$ cat src/rtl/best_move_sel_pkg.sv
// Shared types and defaults for the best-move selector.
package best_move_sel_pkg;

    // Frame lifecycle: no frame open, frame open, result held.
    typedef enum logic [1:0] {
        StIdle  = 2'd0,
        StAccum = 2'd1,
        StDone  = 2'd2
    } state_e;

    localparam int unsigned DefScoreW = 6;
    localparam int unsigned DefMoveW  = 12;
    localparam int unsigned SqW       = 6;

    // Move tag layout: from-square in the upper half, to-square in the lower half.
    typedef struct packed {
        logic [SqW-1:0] from_sq;
        logic [SqW-1:0] to_sq;
    } move_t;

    function automatic logic [SqW-1:0] move_from(input move_t m);
        return m.from_sq;
    endfunction

    function automatic logic [SqW-1:0] move_to(input move_t m);
        return m.to_sq;
    endfunction

endpackage

$ cat src/rtl/best_move_sel_score_cmp.sv
// Combinational better-than test between a candidate and the incumbent best.
module score_cmp
    import best_move_sel_pkg::*;
#(
    parameter int unsigned SCORE_W = DefScoreW
) (
    input  logic [SCORE_W-1:0] cand_score_i,
    input  logic [SCORE_W-1:0] best_score_i,
    input  logic               min_mode_i,
    input  logic               tie_last_i,
    output logic               replace_o
);

    // Strictly better wins; equal scores fall back to the tie rule.
    always_comb begin
        replace_o = 1'b0;
        if (cand_score_i == best_score_i) begin
            replace_o = tie_last_i;
        end else if (min_mode_i) begin
            replace_o = (cand_score_i < best_score_i);
        end else begin
            replace_o = (cand_score_i > best_score_i);
        end
    end

endmodule

$ cat src/rtl/best_move_sel.sv
// Streams scored candidate moves and reports the best one per frame.
module best_move_sel
    import best_move_sel_pkg::*;
#(
    parameter int unsigned SCORE_W  = DefScoreW,
    parameter int unsigned MOVE_W   = DefMoveW,
    parameter int unsigned MAX_CAND = 64,
    parameter int unsigned TIE_LAST = 1,
    localparam int unsigned CNT_W   = $clog2(MAX_CAND + 1)
) (
    input  logic               clk,
    input  logic               rst_n,
    input  logic               in_valid,
    output logic               in_ready,
    input  logic [SCORE_W-1:0] in_score,
    input  logic [MOVE_W-1:0]  in_move,
    input  logic               in_last,
    input  logic               in_min,
    input  logic               abort,
    output logic               out_valid,
    input  logic               out_ready,
    output logic [SCORE_W-1:0] out_score,
    output logic [MOVE_W-1:0]  out_move,
    output logic [CNT_W-1:0]   out_count,
    output logic               out_ovf
);

    localparam logic [CNT_W-1:0] CountMax = CNT_W'(MAX_CAND);
    localparam logic [CNT_W-1:0] CountOne = CNT_W'(1);

    state_e             state_q, state_d;
    logic [SCORE_W-1:0] best_score_q, best_score_d;
    logic [MOVE_W-1:0]  best_move_q, best_move_d;
    logic [CNT_W-1:0]   count_q, count_d;
    logic               ovf_q, ovf_d;
    logic               min_q, min_d;

    logic transfer;
    logic replace;

    assign in_ready = (state_q != StDone);
    assign transfer = in_valid && in_ready;

    score_cmp #(
        .SCORE_W (SCORE_W)
    ) u_score_cmp (
        .cand_score_i (in_score),
        .best_score_i (best_score_q),
        .min_mode_i   (min_q),
        .tie_last_i   (TIE_LAST != 0),
        .replace_o    (replace)
    );

    // Next-state: abort beats a transfer; DONE only waits for the consumer.
    always_comb begin
        state_d      = state_q;
        best_score_d = best_score_q;
        best_move_d  = best_move_q;
        count_d      = count_q;
        ovf_d        = ovf_q;
        min_d        = min_q;

        unique case (state_q)
            StIdle: begin
                if (abort) begin
                    best_score_d = '0;
                    best_move_d  = '0;
                    count_d      = '0;
                    ovf_d        = 1'b0;
                end else if (transfer) begin
                    best_score_d = in_score;
                    best_move_d  = in_move;
                    min_d        = in_min;
                    count_d      = CountOne;
                    ovf_d        = 1'b0;
                    state_d      = in_last ? StDone : StAccum;
                end
            end
            StAccum: begin
                if (abort) begin
                    best_score_d = '0;
                    best_move_d  = '0;
                    count_d      = '0;
                    ovf_d        = 1'b0;
                    state_d      = StIdle;
                end else if (transfer) begin
                    if (replace) begin
                        best_score_d = in_score;
                        best_move_d  = in_move;
                    end
                    // Saturated count: flag the overflow but keep comparing.
                    if (count_q == CountMax) begin
                        ovf_d = 1'b1;
                    end else begin
                        count_d = count_q + CountOne;
                    end
                    if (in_last) begin
                        state_d = StDone;
                    end
                end
            end
            StDone: begin
                if (out_ready) begin
                    state_d = StIdle;
                end
            end
            default: begin
                state_d = StIdle;
            end
        endcase
    end

    // State and result registers with synchronous active-low reset.
    always_ff @(posedge clk) begin
        if (!rst_n) begin
            state_q      <= StIdle;
            best_score_q <= '0;
            best_move_q  <= '0;
            count_q      <= '0;
            ovf_q        <= 1'b0;
            min_q        <= 1'b0;
        end else begin
            state_q      <= state_d;
            best_score_q <= best_score_d;
            best_move_q  <= best_move_d;
            count_q      <= count_d;
            ovf_q        <= ovf_d;
            min_q        <= min_d;
        end
    end

    assign out_valid = (state_q == StDone);
    assign out_score = best_score_q;
    assign out_move  = best_move_q;
    assign out_count = count_q;
    assign out_ovf   = ovf_q;

endmodule

$ cat config.mk
export PLATFORM = sky130hd
export DESIGN_NAME = best_move_sel
export DESIGN_NICKNAME = d
export VERILOG_FILES = /design/src/rtl/best_move_sel_pkg.sv /design/src/rtl/best_move_sel_score_cmp.sv /design/src/rtl/best_move_sel.sv
export SDC_FILE = /design/constraint.sdc
export NUM_CORES = 1
export LEC_CHECK = 0
export BUFFER_PORTS_ARGS = -buffer_cell sky130_fd_sc_hd__buf_2
export CAP_MARGIN = 20
export CORE_AREA = 2 2 55 57
export DETAILED_ROUTE_END_ITERATION = 7
export DIE_AREA = 0 0 57 59
export GPL_ROUTABILITY_DRIVEN = 0
export PLACE_DENSITY = 0.92
export SETUP_SLACK_MARGIN = 0.05
export SYNTH_ARGS = -nofsm -noshare
export SYNTH_HDL_FRONTEND = slang
export SYNTH_SLANG_ARGS = --single-unit
$ cat constraint.sdc
create_clock -name clk -period 3.2 [get_ports clk]
set_input_delay 0.8 -clock clk [delete_from_list [all_inputs] [get_ports clk]]
set_output_delay 0.8 -clock clk [all_outputs]
set_load 0.02 [all_outputs]
== Word-level counts from Yosys, hierarchy flattened ==
Cells that the tools add are included.
Storage, ports and cells
  register bits after elaboration: 29
  latch bits: 0
  RAM bits: 0
  ROM bits: 0
  input bits: 25
  output and inout port bits: 28
  logic and storage cells: 66
  memories kept: 0
Cells by class
  $add $sub $neg: 1
  multipliers: 0
  div/mod/pow operators: 0
  $lt $le $gt $ge: 2
  equality and inequality tests: 14
  shift-type cells: 0
  mux-type cells: 34
  bitwise operators: 1
  reductions and logical operators: 8
Operator list (count)
  2-to-1 mux 12 bit: 5
  2-to-1 mux 7 bit: 5
  2-to-1 mux 6 bit: 5
  one-hot mux 12 bit (2 select lines): 1
  != test 3 bit, second input constant: 6
  2-to-1 mux 2 bit: 7
  one-hot mux 7 bit (2 select lines): 1
  one-hot mux 6 bit (2 select lines): 1
  AND reduction 4 bit: 3
  adder 7 x 1 -> 7 bit, second input constant: 1
  equality test 7 bit, second input constant: 1
  2-to-1 mux 1 bit: 7
  equality test 6 bit: 1
  greater-than comparator 6 bit: 1
  less-than comparator 6 bit: 1
  != test 2 bit, second input constant: 3
  one-hot mux 2 bit (3 select lines): 1
  AND reduction 5 bit: 1
  AND reduction 3 bit: 1
  equality test 2 x 1 -> 1 bit, second input constant: 1
  equality test 2 bit, second input constant: 1
  logical NOT 2 bit: 1
  != test 2 x 1 -> 1 bit, second input constant: 1
  one-hot mux 1 bit (2 select lines): 1
  3 further kinds: 3

== Logic depth before layout (Yosys ltp) ==
  word-level depth: 7
  gate-level depth with buffers: 9
  depth with buffers taken out: 7

== By module ==
A second synthesis with hierarchy kept.
Unflattened totals
  cell total of the unflattened synthesis: 185
  area total of the unflattened synthesis: 1650.3 um^2
By module, submodules not included
  best_move_sel: instances 1, cells each 160, area an instance 1472.7 um^2, seq. area each 580.6 um^2
  score_cmp: instances 1, cells each 25, area an instance 177.7 um^2, seq. area each 0.0 um^2

== Worst setup path after synthesis ==
No wires, ideal clock.
  path type: input -> register
  from: in in_score[4]
  to: reg best_move_q[0] (netlist: out_move[0])
  setup time: 117 ps
  arrival: 2328 ps
  data required time: 3083 ps
  setup slack: 755 ps
  stages: 8
  buffers on the path: 2
  cell sequence: ha_1 nand4_2 o21bai_4 and3_4 a221o_1 buf_6 buf_8 a22o_1
On the way
  cells in the longest elaborated chain, start to end: 5
  elaborated cells on any way between the ends: 7
  those cells by class: 2 x order compare; 2 x eq/ne; 2 x mux; 1 x reduce/logical
Ends and longest elaborated chain
  start, declared: line best_move_sel.sv:15  | input logic [SCORE_W-1:0] in_score,
  greater-than comparator 6 bit / less-than comparator 6 bit (equally long branches): line best_move_sel_score_cmp.sv:22, best_move_sel_score_cmp.sv:20
  2-to-1 mux 1 bit: line best_move_sel_score_cmp.sv:19  | end else if (min_mode_i) begin
  2-to-1 mux 1 bit *: line best_move_sel_score_cmp.sv:17  | if (cand_score_i == best_score_i) begin
  != test 3 bit (no line) *
  AND reduction 4 bit (no line) *
  end signal, assigned: line best_move_sel.sv:125  | best_move_q <= best_move_d;
  end, declared: line best_move_sel.sv:33  | logic [MOVE_W-1:0] best_move_q, best_move_d;
Every way passes the cells marked *; elsewhere a longest branch is shown, timed or not.
A chain may end at the register's enable or synchronous reset.

== Worst setup path in the final report ==
  from: in in_score[4]
  to: reg best_move_q[8] (netlist: out_move[8])
Same word-level chain as after synthesis.

==> impl_metrics.xml <==
<?xml version="1.0" encoding="UTF-8"?>
<metrics>
  <group name="outcome">
    <metric name="status" unit="">finished clean</metric>
  </group>
  <group name="clock_network">
    <metric name="clk_transition_reported_paths" unit="ns">0.09</metric>
    <metric name="cts.path.max_buffers" unit="">2</metric>
    <metric name="cts_repair_resize_count" unit="">0</metric>
    <metric name="post-cts-setup-buffers" unit="">0</metric>
    <metric name="holdBufCountCts" unit="">0</metric>
    <metric name="clkSinkCount" unit="">29</metric>
    <metric name="cts-htree-levels" unit="">2</metric>
    <metric name="tritoncts.num_buffers" unit="">5</metric>
    <metric name="worstSkewPairLatency" unit="ns">0.32</metric>
    <metric name="cts_tree" unit="">built</metric>
    <metric name="root_buffer" unit="">sky130_fd_sc_hd__clkbuf_4</metric>
  </group>
  <group name="synth">
    <metric name="synthMostInstantiatedCell" unit="">sky130_fd_sc_hd__dfxtp_1</metric>
    <metric name="synth_cell_types" unit="">41</metric>
    <metric name="yosysWarningCount" unit="">0</metric>
    <metric name="synth_cells" unit="">137</metric>
    <metric name="synthTopCellsByArea" unit="">sky130_fd_sc_hd__dfxtp_1 42%, sky130_fd_sc_hd__a22o_1 8.3%, sky130_fd_sc_hd__ha_1 7.3%, sky130_fd_sc_hd__inv_1 3.8%, sky130_fd_sc_hd__a22o_2 3.6%</metric>
    <metric name="yosys_register_bits" unit="">29</metric>
    <metric name="mappedNetlistNets" unit="">170</metric>
    <metric name="mapped_area" unit="um2">1380</metric>
    <metric name="yosys_most_used_dff" unit="">sky130_fd_sc_hd__dfxtp_1</metric>
    <metric name="syn_avg_cell_area" unit="um2">10.0</metric>
    <metric name="yosysTopAreaCellShare" unit="">0.422</metric>
    <metric name="postSynth.asyncResetShare" unit="">0</metric>
    <metric name="synth_commonest_cells" unit="">29 x sky130_fd_sc_hd__dfxtp_1, 14 x sky130_fd_sc_hd__inv_1, 13 x sky130_fd_sc_hd__a22o_1, 11 x sky130_fd_sc_hd__nor2_1, 8 x sky130_fd_sc_hd__ha_1</metric>
    <metric name="number_of_enable_flip_flop_cells_after_synthesis" unit="">0</metric>
    <metric name="yosys.area.top_type" unit="">sky130_fd_sc_hd__dfxtp_1</metric>
    <metric name="synth_seq_area_share" unit="">0.422</metric>
  </group>
  <group name="routing">
    <metric name="first_pass_iters" unit="">4</metric>
    <metric name="num_vias" unit="">1221</metric>
    <metric name="detail_route.drc_violations" unit="">0</metric>
    <metric name="drt.antenna.violating_nets" unit="">0</metric>
    <metric name="wire_per_inst" unit="um">12.8</metric>
    <metric name="drt_iter0_markers" unit="">63</metric>
    <metric name="drt-total-wl" unit="mm">2.85</metric>
    <metric name="detail_route.vias_per_cell" unit="">5.50</metric>
  </group>
  <group name="final_layout">
    <metric name="post-route-cell-area" unit="um2">1690</metric>
    <metric name="stdcell_count" unit="">222</metric>
    <metric name="nNetsFinal" unit="">223</metric>
    <metric name="areaGrowthSynthToFinish" unit="%">23.1</metric>
    <metric name="drive_gt1_frac" unit="">0.372</metric>
    <metric name="fillcell_total" unit="">239</metric>
    <metric name="insertedDiodeCount" unit="">0</metric>
  </group>
  <group name="timing">
    <metric name="hold_viol" unit="">0</metric>
    <metric name="tightest_slew" unit="ns">0.719</metric>
    <metric name="finalSetupViolCount" unit="">0</metric>
    <metric name="unrepaired_setup_endpoints_after_global_routing" unit="">false</metric>
    <metric name="drv_slew" unit="">0</metric>
    <metric name="fin_tns_setup" unit="ns">0</metric>
    <metric name="min_period_over_period" unit="">0.763</metric>
    <metric name="finalClockSkew" unit="ns">0.00446</metric>
    <metric name="finalHoldWorstSlack" unit="ns">0.477</metric>
    <metric name="maxSlewHeadroom" unit="">0.519</metric>
    <metric name="clock.fmax" unit="GHz">0.410</metric>
    <metric name="period_minus_slack" unit="ns">2.44</metric>
  </group>
  <group name="worst_setup_path">
    <metric name="cp_top_family" unit="">compound AO/OA/AOI/OAI gates</metric>
    <metric name="worstPathBufferInverterCount" unit="">1</metric>
    <metric name="kind_of_end_point_of_the_critical_path" unit="">flop</metric>
    <metric name="worst_path_largest_cell_delay" unit="ns">0.59</metric>
    <metric name="cp_cell_sequence" unit="">buf_2 -&gt; ha_1 -&gt; nand4_2 -&gt; o21ai_1 -&gt; nor3b_1 -&gt; a221o_1 -&gt; a22o_2</metric>
    <metric name="cp_data_arrival_time" unit="ns">2.65</metric>
    <metric name="crit_path_start_kind" unit="">input port</metric>
    <metric name="setup_crit_path_kind" unit="">input port to flop</metric>
    <metric name="worst_ep_required" unit="ns">3.41</metric>
    <metric name="critical_path.reg2reg.startpoint" unit="">out_score[3]$_SDFFE_PN0P_</metric>
    <metric name="critical-path-slowest-cell" unit="">sky130_fd_sc_hd__a221o_1</metric>
    <metric name="worstPathMaxFanout" unit="">18</metric>
    <metric name="crit_start" unit="">in_score[4]</metric>
    <metric name="timing.reg2reg.setup_slack" unit="ns">0.94</metric>
  </group>
  <group name="worst_hold_path">
    <metric name="timing.hold.worst.start" unit="">out_move[3]$_SDFFE_PN0P_</metric>
    <metric name="holdCritPathClass" unit="">flop to flop</metric>
  </group>
  <group name="floorplanning">
    <metric name="fp.dieH" unit="um">59</metric>
    <metric name="rows" unit="">19</metric>
    <metric name="top_level_ports" unit="">53</metric>
    <metric name="core_region_area" unit="um2">2710</metric>
    <metric name="floorplan.initialDensity" unit="">0.507</metric>
    <metric name="die_area" unit="um2">3360</metric>
    <metric name="die_x" unit="um">57</metric>
  </group>
  <group name="grt">
    <metric name="antenna_found_initial" unit="">0</metric>
    <metric name="globalRoute.totalOverflow" unit="">0</metric>
    <metric name="grt_pass1_vias" unit="">1023</metric>
    <metric name="grt_util_overall" unit="">0.175</metric>
    <metric name="grt_start_max_net_pins" unit="">19</metric>
    <metric name="grt_pass1_wl" unit="mm">4.55</metric>
  </group>
  <group name="job">
    <metric name="max-cap-violations" unit="">0</metric>
  </group>
  <group name="placement">
    <metric name="io_buffers" unit="">52</metric>
    <metric name="post-dp-hpwl" unit="mm">2.08</metric>
    <metric name="dp_cells" unit="">214</metric>
    <metric name="placedInstanceArea" unit="um2">1620</metric>
  </group>
  <group name="pwr">
    <metric name="p_total" unit="mW">0.737</metric>
    <metric name="power.density_cell_area" unit="nW/um2">435</metric>
    <metric name="cellLeakagePower" unit="nW">0.804</metric>
    <metric name="ir_worst_vdd" unit="uV">381</metric>
  </group>
</metrics>
-- final cells by class --
cell class | count | area [um2] | area share
sequential | 29 | 581 | 0.343
clock buffer | 7 | 65.1 | 0.0384
multi-input combinational | 88 | 691 | 0.408
inverter | 14 | 52.6 | 0.0310
tap | 31 | 38.8 | 0.0229
clock inverter | 1 | 5.00 | 0.00296
timing repair buffer | 52 | 260 | 0.154
-- logic make-up after synthesis --
| kind of cell | after synthesis | share of synthesized area |
|---|---|---|
| compound gates | 38 | 0.248 |
| simple gates | 37 | 0.150 |
| flops | 29 | 0.422 |
| buf+inv | 20 | 0.0755 |
| fa+ha+maj | 8 | 0.0728 |
| xor+xnor | 5 | 0.0319 |
-- placed cells by master, fill, tap and decap left out, types with 4 or more instances in the layout --
cell type and n:
sky130_fd_sc_hd__ha_1 8, sky130_fd_sc_hd__a22o_1 13, sky130_fd_sc_hd__clkbuf_4 5, sky130_fd_sc_hd__a21oi_1 4
sky130_fd_sc_hd__inv_1 14, sky130_fd_sc_hd__dfxtp_1 29, sky130_fd_sc_hd__a22o_2 5, sky130_fd_sc_hd__nor2_1 11
sky130_fd_sc_hd__nand3_1 4, sky130_fd_sc_hd__buf_2 52, sky130_fd_sc_hd__nand2_1 7
-- sequential cells by signal (all words and copies together), names as in the netlist --
| signal | flops |
|---|---|
| out_count | 7 |
| out_ovf | 1 |
| out_move | 12 |
| min_q | 1 |
| out_score | 6 |
| state_q | 2 |
-- report_power, final --
| part | leakage, nW | total [mW] | switching, mW | internal, mW |
|---|---|---|---|---|
| registers | 0.236 | 0.381 | 0.00918 | 0.372 |
| logic | 0.527 | 0.105 | 0.0601 | 0.0447 |
| clock network | 0.0413 | 0.250 | 0.123 | 0.127 |
| total | 0.804 | 0.737 | 0.192 | 0.544 |
-- metrics by stage --
stage	util	setup slack, ns
final	0.625	0.758
after global routing	0.625	0.695
after CTS	0.625	0.784
after detailed placement	0.599	0.443
after global placement	0.599	0.512
after floorplan	-	0.755
-- worst paths after layout --
| check | cells past startpoint | to |
|---|---|---|
| worst max-delay path | 7 | out_move[8]$_SDFFE_PN0P_ |
| worst max register to register | 7 | out_move[8]$_SDFFE_PN0P_ |
| worst min register to register | 1 | out_move[3]$_SDFFE_PN0P_ |
| worst min-delay path | 1 | out_move[3]$_SDFFE_PN0P_ |
-- worst reg2reg max path: cells and delay by family (launching register included) --
kind	cells	cell delay (ns)
buffers and inverters	1	0.05
AO/OA/AOI/OAI	3	1.22
adder cells (fa/ha/maj)	1	0.30
AND/OR/NAND/NOR	2	0.23
flip-flops	1	0.36
-- per-layer routing --
metal / part of all wire / wire [um] / GRT usage / vias to the layer above
li1: - / - / - / 610
met1: 0.46 / 1300 / 0.216 / 552
met2: 0.44 / 1250 / 0.278 / 55
met3: 0.096 / 274 / 0.0699 / 4
met4: 0.0081 / 23 / 0.0631 / 0
met5: 0 / 0 / 0 / -
No activity file was read; power rests on OpenSTA's default activity.
